===== config.mk =====
export PLATFORM = sky130hd
export DESIGN_NAME = register_file_sb
export DESIGN_NICKNAME = d
export VERILOG_FILES = /design/src/rtl/regfile_pkg.sv /design/src/rtl/reg_scoreboard.sv /design/src/rtl/register_file_sb.sv
export SDC_FILE = /design/constraint.sdc
export NUM_CORES = 2
export LEC_CHECK = 0
export CORE_MARGIN = 5
export CORE_UTILIZATION = 25
export CTS_CLUSTER_DIAMETER = 150
export CTS_CLUSTER_SIZE = 16
export DETAILED_ROUTE_END_ITERATION = 8
export PLACE_DENSITY = 0.5
export SYNTH_ARGS = -nofsm -noshare
export SYNTH_HDL_FRONTEND = slang
export SYNTH_SLANG_ARGS = --single-unit

===== constraint.sdc =====
create_clock -name clk -period 124.3 [get_ports clk]
set_clock_uncertainty 0.15 [all_clocks]
set_input_delay 24.86 -clock clk [delete_from_list [all_inputs] [get_ports clk]]
set_output_delay 24.86 -clock clk [all_outputs]
set_load 0.01 [all_outputs]

===== src/rtl/regfile_pkg.sv =====
// Shared definitions for the integer register file and its pending-write scoreboard.
//   XLEN_DEF / NREGS_DEF : default data width and architectural register count
//   word_t               : one register-sized data word
//   addr_width()         : register-address width for a given register count
package regfile_pkg;

  localparam int unsigned XLEN_DEF  = 32;
  localparam int unsigned NREGS_DEF = 32;

  typedef logic [XLEN_DEF-1:0] word_t;

  // Never returns 0, so a 1-register corner still gets a legal address bus.
  function automatic int unsigned addr_width(int unsigned nregs);
    return (nregs < 2) ? 1 : $clog2(nregs);
  endfunction

endpackage


===== src/rtl/reg_scoreboard.sv =====
// Per-register pending-write scoreboard.
//   clk, rst            : clock (rising edge), asynchronous active-high reset
//   iss_valid, iss_rd   : decode issues a producer for register iss_rd (sets busy)
//   wr_valid, wr_rd     : writeback retires the producer of register wr_rd (clears busy)
//   flush               : drop every pending bit, except one being set this cycle
//   busy                : one pending bit per register
module reg_scoreboard
  import regfile_pkg::*;
#(
  parameter int unsigned NREGS    = NREGS_DEF,
  parameter bit          ZERO_REG = 1'b1,
  localparam int unsigned AW      = addr_width(NREGS)
) (
  input  logic             clk,
  input  logic             rst,
  input  logic             iss_valid,
  input  logic [AW-1:0]    iss_rd,
  input  logic             wr_valid,
  input  logic [AW-1:0]    wr_rd,
  input  logic             flush,
  output logic [NREGS-1:0] busy
);

  logic [NREGS-1:0] busy_q, busy_d;
  logic [NREGS-1:0] set_vec, clr_vec;

  always_comb begin
    set_vec = '0;
    clr_vec = '0;
    for (int unsigned r = 0; r < NREGS; r++) begin
      set_vec[r] = iss_valid && (iss_rd == AW'(r));
      clr_vec[r] = wr_valid && (wr_rd == AW'(r));
    end
    // A hardwired zero register never has a pending producer.
    if (ZERO_REG) begin
      set_vec[0] = 1'b0;
    end
    // A new producer outranks both a retiring one and a flush.
    if (flush) begin
      busy_d = set_vec;
    end else begin
      busy_d = (busy_q & ~clr_vec) | set_vec;
    end
  end

  always_ff @(posedge clk or posedge rst) begin
    if (rst) begin
      busy_q <= '0;
    end else begin
      busy_q <= busy_d;
    end
  end

  assign busy = busy_q;

endmodule


===== src/rtl/register_file_sb.sv =====
// Multi-read-port integer register file with write-through bypass and a pending-write
// scoreboard for decode hazard detection.
//   clk, rst            : clock (rising edge), asynchronous active-high reset
//   regwrite/waddr/wdata: writeback port
//   raddr / rdata       : NRD combinational read ports, port i at [i*AW +: AW] / [i*XLEN +: XLEN]
//   rready              : per-port operand valid (not pending, or bypassed this cycle)
//   iss_valid / iss_rd  : decode marks a destination register as pending
//   flush               : clear all pending bits
//   busy                : pending-write bit per register
module register_file_sb
  import regfile_pkg::*;
#(
  parameter int unsigned XLEN     = XLEN_DEF,
  parameter int unsigned NREGS    = NREGS_DEF,
  parameter int unsigned NRD      = 2,
  parameter bit          ZERO_REG = 1'b1,
  localparam int unsigned AW      = addr_width(NREGS)
) (
  input  logic                clk,
  input  logic                rst,
  input  logic                regwrite,
  input  logic [AW-1:0]       waddr,
  input  logic [XLEN-1:0]     wdata,
  input  logic [NRD*AW-1:0]   raddr,
  output logic [NRD*XLEN-1:0] rdata,
  output logic [NRD-1:0]      rready,
  input  logic                iss_valid,
  input  logic [AW-1:0]       iss_rd,
  input  logic                flush,
  output logic [NREGS-1:0]    busy
);

  logic [XLEN-1:0] mem_q [NREGS];
  logic            wr_en;
  logic [NREGS-1:0] busy_vec;

  // Writes to a hardwired x0 are dropped; they must not bypass either.
  assign wr_en = regwrite && !(ZERO_REG && (waddr == '0));

  always_ff @(posedge clk or posedge rst) begin
    if (rst) begin
      for (int unsigned r = 0; r < NREGS; r++) begin
        mem_q[r] <= '0;
      end
    end else if (wr_en) begin
      mem_q[waddr] <= wdata;
    end
  end

  reg_scoreboard #(
    .NREGS    (NREGS),
    .ZERO_REG (ZERO_REG)
  ) u_scoreboard (
    .clk       (clk),
    .rst       (rst),
    .iss_valid (iss_valid),
    .iss_rd    (iss_rd),
    .wr_valid  (regwrite),
    .wr_rd     (waddr),
    .flush     (flush),
    .busy      (busy_vec)
  );

  assign busy = busy_vec;

  for (genvar g = 0; g < NRD; g++) begin : g_rd
    logic [AW-1:0] ra;
    logic          is_x0;
    logic          hit;

    assign ra    = raddr[g*AW +: AW];
    assign is_x0 = ZERO_REG && (ra == '0);
    assign hit   = wr_en && (waddr == ra);

    // Reset masks the bypass path so a write presented during reset never leaks out.
    assign rdata[g*XLEN +: XLEN] = (rst || is_x0) ? '0    :
                                   hit            ? wdata :
                                                    mem_q[ra];
    assign rready[g] = rst || is_x0 || !busy_vec[ra] || hit;
  end

endmodule


* Yosys cells after proc, flatten, opt, wreduce, memory -nomap -nowiden *
Cells that the tools add are included.

word-level totals
  word-level logic and storage cells = 206
  output and inout port bits = 98
  flip-flop bits (word level) = 1056
  input port bits = 57

operators by class
  magnitude comparators = 6
  reductions and logical operators = 79
  multiplexer cells = 18
  bitwise operators = 6
  eq/ne operators = 64

operator list
  operator                                              number
  bitwise mux 1024 bit                                  1
  binary-select mux 32 bit (select 5 bit)               2
  two-way mux 32 bit                                    10
  demux 32 bit (select 5 bit)                           1
  equality test 5 bit (second input constant)           32
  equality test 5 x 4 -> 1 bit (second input constant)  16
  logical AND 1 bit                                     67
  equality test 5 x 3 -> 1 bit (second input constant)  8
  bitwise AND 32 bit                                    1
  NOT 32 bit                                            1
  OR 32 bit                                             1
  equality test 5 x 2 -> 1 bit (second input constant)  4
  >= comparator 6 bit (second input constant)           3
  NOT 5 -> 6 bit                                        3
  zero test 5 bit                                       3
  < comparator 5 x 6 -> 1 bit (second input constant)   2
  binary-select mux 1 bit (select 5 bit)                2
  equality test 5 x 1 -> 1 bit (second input constant)  2
  equality test 5 bit                                   2
  logical OR 1 bit                                      6
  < comparator 6 x 1 -> 1 bit (second input constant)   1
  zero test 1 bit                                       3
  two-way mux 1 bit                                     2

* Logic depth before layout (Yosys ltp) *
  depth in word-level cells = 6
  depth in mapped cells = 10
  mapped depth without buffers = 5

* Hierarchy *
From an unflattened synthesis, not the netlist that was laid out.

second synthesis, totals
  cells, all modules = 4040
  area, all modules = 56992.2 um^2

modules (own cells, without submodules)
  module            sequential area each (um^2)  cells each  instances  area each (um^2)
  register_file_sb  25624.6                      3906        1          55554.5
  reg_scoreboard    800.8                        134         1          1437.6

* Least setup slack after synthesis *
OpenSTA, ideal clock, no wires.

  path kind = in2out
  from = input rst
  to = output rdata[32]
  arrival = 51.955 ns
  slack = 47.335 ns
  data required time = 99.290 ns
  cell stages on the path = 5
  cells stage by stage = inv_1 -> o21ai_0 -> nor3_1 -> clkbuf_1 -> a32o_1

between the ends
  cells in the longest elaborated chain, start to end = 2

RTL lines
  element             line                    RTL
  from (decl)         register_file_sb.sv:20  input logic rst,
  logical OR 1 bit    register_file_sb.sv:76  assign rdata[g*XLEN +: XLEN] = (rst || is_x0) ? '0 :
  two-way mux 32 bit  register_file_sb.sv:76
  to (decl)           register_file_sb.sv:25  output logic [NRD*XLEN-1:0] rdata,

No other way between the ends.

* Worst setup path after layout *
  from = input raddr[7]
  to = output rdata[54]

between the ends
  cells in the longest elaborated chain, start to end = 6

RTL lines
  element                                                 line                    RTL
  from (decl)                                             register_file_sb.sv:24  input logic [NRD*AW-1:0] raddr,
  NOT 5 -> 6 bit (implied by the code)                    register_file_sb.sv:78  mem_q[ra];
  binary-select mux 32 bit (select 5 bit)                 register_file_sb.sv:78
  two-way mux 32 bit (implied by the code) (2 in series)  register_file_sb.sv:78
  two-way mux 32 bit                                      register_file_sb.sv:77  hit ? wdata :
  two-way mux 32 bit *                                    register_file_sb.sv:76

Every way passes the cells marked *; elsewhere a longest branch is shown, timed or not. The select of a mux whose other input is x is not followed.

==> run_summary.xml <==
<?xml version="1.0" encoding="UTF-8"?>
<metrics>
  <group name="cts">
    <metric name="cts_post_setup_buffers_inserted" unit="">0</metric>
    <metric name="clock_tree_from_tritoncts" unit="">built</metric>
    <metric name="insertion_delay" unit="ns">0.70</metric>
    <metric name="clkSinkCount" unit="">1056</metric>
    <metric name="cts_hold_repair.buffers" unit="">0</metric>
    <metric name="cts_root_buf" unit="">sky130_fd_sc_hd__clkbuf_16</metric>
    <metric name="cts_resized" unit="">0</metric>
    <metric name="clk_path_buf_depth" unit="">3</metric>
    <metric name="number_of_buffers_added_by_the_clock_tree_synthesis_step" unit="">75</metric>
    <metric name="cts.htree.levels" unit="">3</metric>
    <metric name="worst_setup_hold_path_clk_slew" unit="ns">0.07</metric>
  </group>
  <group name="sta">
    <metric name="maxSlewHeadroom" unit="%">14.9</metric>
    <metric name="rsz_0062_raised_after_global_routing" unit="">no</metric>
    <metric name="fmax" unit="GHz">0.0183</metric>
    <metric name="setup_violators_final" unit="">0</metric>
    <metric name="period_share" unit="%">44.0</metric>
    <metric name="hold_viol_final" unit="">0</metric>
    <metric name="total_count_of_max_transition_violations_in_the_final_report" unit="">0</metric>
    <metric name="period_needed" unit="ns">54.74</metric>
    <metric name="tns" unit="ns">0</metric>
    <metric name="timing_worst_slew_pin_value" unit="ns">1.27</metric>
  </group>
  <group name="yosys">
    <metric name="ys.flop_type" unit="">sky130_fd_sc_hd__dfrtp_1</metric>
    <metric name="seq_area_frac_synth" unit="%">46.6</metric>
    <metric name="async_flop_share" unit="%">100</metric>
    <metric name="synth_edf_count" unit="">0</metric>
    <metric name="post-synth-top-area-fraction" unit="%">46.6</metric>
    <metric name="synth_cells" unit="">4011</metric>
    <metric name="yosys_register_bits" unit="">1056</metric>
    <metric name="netlist_area" unit="um2">56700</metric>
    <metric name="dominant_cells_by_area_after_synthesis" unit="">sky130_fd_sc_hd__dfrtp_1, sky130_fd_sc_hd__mux2_2, sky130_fd_sc_hd__mux4_2</metric>
    <metric name="synth_cell_types" unit="">48</metric>
    <metric name="syn_nets" unit="">4068</metric>
    <metric name="synth.largest_area_cell" unit="">sky130_fd_sc_hd__dfrtp_1</metric>
    <metric name="ys_warn_count" unit="">0</metric>
    <metric name="synth.most_common_cell" unit="">sky130_fd_sc_hd__dfrtp_1</metric>
    <metric name="postSynthAreaPerCell" unit="um2">14.1</metric>
    <metric name="synth.cells.most_frequent" unit="">sky130_fd_sc_hd__dfrtp_1, sky130_fd_sc_hd__mux2_2, sky130_fd_sc_hd__mux4_2</metric>
  </group>
  <group name="pwr">
    <metric name="vdd_ir_drop_max" unit="mV">0.00922</metric>
    <metric name="cellLeakagePower" unit="nW">26.3</metric>
    <metric name="pwr_density_cell" unit="nW/um2">14.1</metric>
  </group>
  <group name="layout">
    <metric name="final_cell_count_no_fill" unit="">6905</metric>
    <metric name="finish.utilization" unit="%">28.1</metric>
    <metric name="fillerInstances" unit="">22800</metric>
    <metric name="final_net_count" unit="">3963</metric>
    <metric name="multi_input_area" unit="um2">28600</metric>
    <metric name="share_of_cells_above_drive_strength_1" unit="%">42.9</metric>
    <metric name="flow.area_growth_from_synthesis" unit="%">11.7</metric>
    <metric name="seqCellArea" unit="um2">26400</metric>
  </group>
  <group name="routing">
    <metric name="drtAntennaViolNets" unit="">0</metric>
    <metric name="post-route-drc-count" unit="">0</metric>
    <metric name="firstDrtPassIters" unit="">7</metric>
    <metric name="routed_vias_inst" unit="">5.35</metric>
    <metric name="drt_first_iter_violations" unit="">3050</metric>
    <metric name="wl" unit="um">207000</metric>
    <metric name="wl_per_cell" unit="um">29.9</metric>
    <metric name="vias" unit="">36900</metric>
  </group>
  <group name="placed_design">
    <metric name="place.detailed.instances" unit="">6821</metric>
    <metric name="dp.final_hpwl" unit="um">122000</metric>
    <metric name="place_congestion" unit="">0.786</metric>
    <metric name="portBuffers" unit="">154</metric>
  </group>
  <group name="worst_setup_path">
    <metric name="cp.arrival" unit="ns">29.73</metric>
    <metric name="worst_setup_path_end_kind" unit="">primary output</metric>
    <metric name="setup.worst_path.start_class" unit="">input port</metric>
    <metric name="critical_path.max_fanout" unit="">61</metric>
    <metric name="setup.worst_path.class" unit="">input port to primary output</metric>
    <metric name="cp.required" unit="ns">99.29</metric>
  </group>
  <group name="floorplan">
    <metric name="die_area" unit="um2">237000</metric>
    <metric name="coreArea" unit="um2">225000</metric>
    <metric name="die_span_x" unit="um">486</metric>
    <metric name="site_rows" unit="">174</metric>
    <metric name="die_y" unit="um">486</metric>
    <metric name="effective_utilization_at_floorplan" unit="%">25.2</metric>
    <metric name="boundaryPins" unit="">155</metric>
  </group>
  <group name="global_routing">
    <metric name="grt_usage" unit="%">17.2</metric>
    <metric name="grt_start_max_net_pins" unit="">164</metric>
    <metric name="first_global_vias" unit="">38400</metric>
    <metric name="grt_pass1_wl" unit="um">299000</metric>
    <metric name="grt-ovfl-total" unit="">0</metric>
    <metric name="initial_antenna_violation_count" unit="">15</metric>
  </group>
  <group name="min_path">
    <metric name="hold_path_class" unit="">flip-flop to flip-flop</metric>
  </group>
  <group name="run">
    <metric name="cap_viol_max_count" unit="">0</metric>
  </group>
  <group name="run_status">
    <metric name="outcome" unit="">completed</metric>
  </group>
</metrics>
## area by class of cell
class	instances	share of cell area (%)
Sequential cell	1056	41.7
Tap cell	2992	5.91
Antenna cell	2	0.00790
Timing Repair Buffer	275	3.94
Clock inverter	5	0.0928
Inverter	20	0.130
Clock buffer	77	3.04
Multi-Input combinational cell	2478	45.2
## registers in the layout, indices dropped and copies added (netlist names)
signal	flops
mem_q	1024
u_scoreboard.busy	32
## placed cells by master (no fill, tap or decap), types with 3 or more instances in the layout
cell type                         instances
sky130_fd_sc_hd__nand3b_1                18
sky130_fd_sc_hd__dfrtp_1               1056
sky130_fd_sc_hd__nor2b_4                  7
sky130_fd_sc_hd__nand2_1                 88
sky130_fd_sc_hd__o22ai_1                 62
sky130_fd_sc_hd__inv_6                    3
sky130_fd_sc_hd__clkdlybuf4s50_1        146
sky130_fd_sc_hd__clkbuf_16               77
sky130_fd_sc_hd__nand2b_1                 3
sky130_fd_sc_hd__or2_2                    4
sky130_fd_sc_hd__mux4_2                 387
sky130_fd_sc_hd__mux2i_1                318
sky130_fd_sc_hd__a211oi_1                55
sky130_fd_sc_hd__nand3_4                  5
sky130_fd_sc_hd__nor2_1                  34
sky130_fd_sc_hd__buf_4                  121
sky130_fd_sc_hd__a32o_1                  62
sky130_fd_sc_hd__a21oi_1                 91
sky130_fd_sc_hd__nand2_2                  3
sky130_fd_sc_hd__mux2_2                1025
sky130_fd_sc_hd__nand3_1                 13
sky130_fd_sc_hd__o221ai_1                32
sky130_fd_sc_hd__nand2_4                  3
sky130_fd_sc_hd__nand4_1                  3
sky130_fd_sc_hd__o32ai_1                 17
sky130_fd_sc_hd__nor2_4                  17
sky130_fd_sc_hd__buf_8                    4
sky130_fd_sc_hd__nor2b_1                 47
sky130_fd_sc_hd__a221o_1                  6
sky130_fd_sc_hd__a2111o_1                 9
sky130_fd_sc_hd__inv_1                   19
sky130_fd_sc_hd__xnor2_1                  8
sky130_fd_sc_hd__o21ai_0                 15
sky130_fd_sc_hd__a31oi_1                  4
sky130_fd_sc_hd__nor3_1                   3
sky130_fd_sc_hd__a22oi_1                104
## cells by family (layout without fill, tap and decap cells)
logic type | count (synthesis) | count (layout) | synth area share [%]
buffers and inverters | 477 | 377 | 3.53
AO/OA/AOI/OAI | 465 | 465 | 6.02
multiplexers | 1730 | 1730 | 41.3
AND/OR/NAND/NOR | 273 | 273 | 2.41
flip-flops | 1056 | 1056 | 46.6
other | 0 | 2 | 0
XOR/XNOR | 10 | 10 | 0.154
## power breakdown
group	total (mW)	switching, mW	internal [mW]
Combinational	0.200	0.0844	0.116
Sequential	0.454	0.0469	0.407
Clock	0.239	0.128	0.111
Total	0.893	0.260	0.633
## worst max-delay path, cell delays in order
cell                              delay (ns)
sky130_fd_sc_hd__buf_8                  0.44
sky130_fd_sc_hd__buf_4                  0.82
sky130_fd_sc_hd__buf_4                  0.80
sky130_fd_sc_hd__buf_4                  0.83
sky130_fd_sc_hd__mux2i_1                0.18
sky130_fd_sc_hd__a22oi_1                0.24
sky130_fd_sc_hd__a21oi_1                0.13
sky130_fd_sc_hd__nor2_1                 0.31
sky130_fd_sc_hd__a32o_1                 0.40
sky130_fd_sc_hd__clkdlybuf4s50_1        0.61
## metrics by stage
| stage | setup slack (ns) | cell area (um2) | hold slack, ns | total power, mW |
|---|---|---|---|---|
| after floorplan | 47.34 | 56700 | 0.291 | 0.599 |
| after global placement | 69.64 | 61400 | 0.230 | 0.656 |
| after detailed placement | 69.57 | 61400 | 0.233 | 0.661 |
| after CTS | 69.57 | 63400 | 0.251 | 0.901 |
| after global routing | 69.38 | 63400 | 0.260 | 0.937 |
| final | 69.56 | 63400 | 0.246 | 0.893 |
## layer usage
layer	track usage (%)	vias up	share of wire [%]
met3	2.31	273	4.7
met4	5.45	0	3.5
met1	23.9	20400	45
met2	27.9	1066	47
met5	0	-	0
li1	-	15100	-
## final timing paths
kind | start | cells after the start | end | slack, ns
max | raddr[7] | 10 | rdata[54] | 69.56
min | mem_q[1015]$_DFFE_PP0P_ | 0 | mem_q[1015]$_DFFE_PP0P_ | 0.25
max reg2reg | u_scoreboard.busy[23]$_DFF_PP0_ | 2 | u_scoreboard.busy[23]$_DFF_PP0_ | 123.22
min reg2reg | mem_q[1015]$_DFFE_PP0P_ | 0 | mem_q[1015]$_DFFE_PP0P_ | 0.25
max in group asynchronous | rst | 5 | mem_q[660]$_DFFE_PP0P_ | 96.56
min in group asynchronous | rst | 2 | mem_q[451]$_DFFE_PP0P_ | 24.52
(Power assumes the default switching activity.)
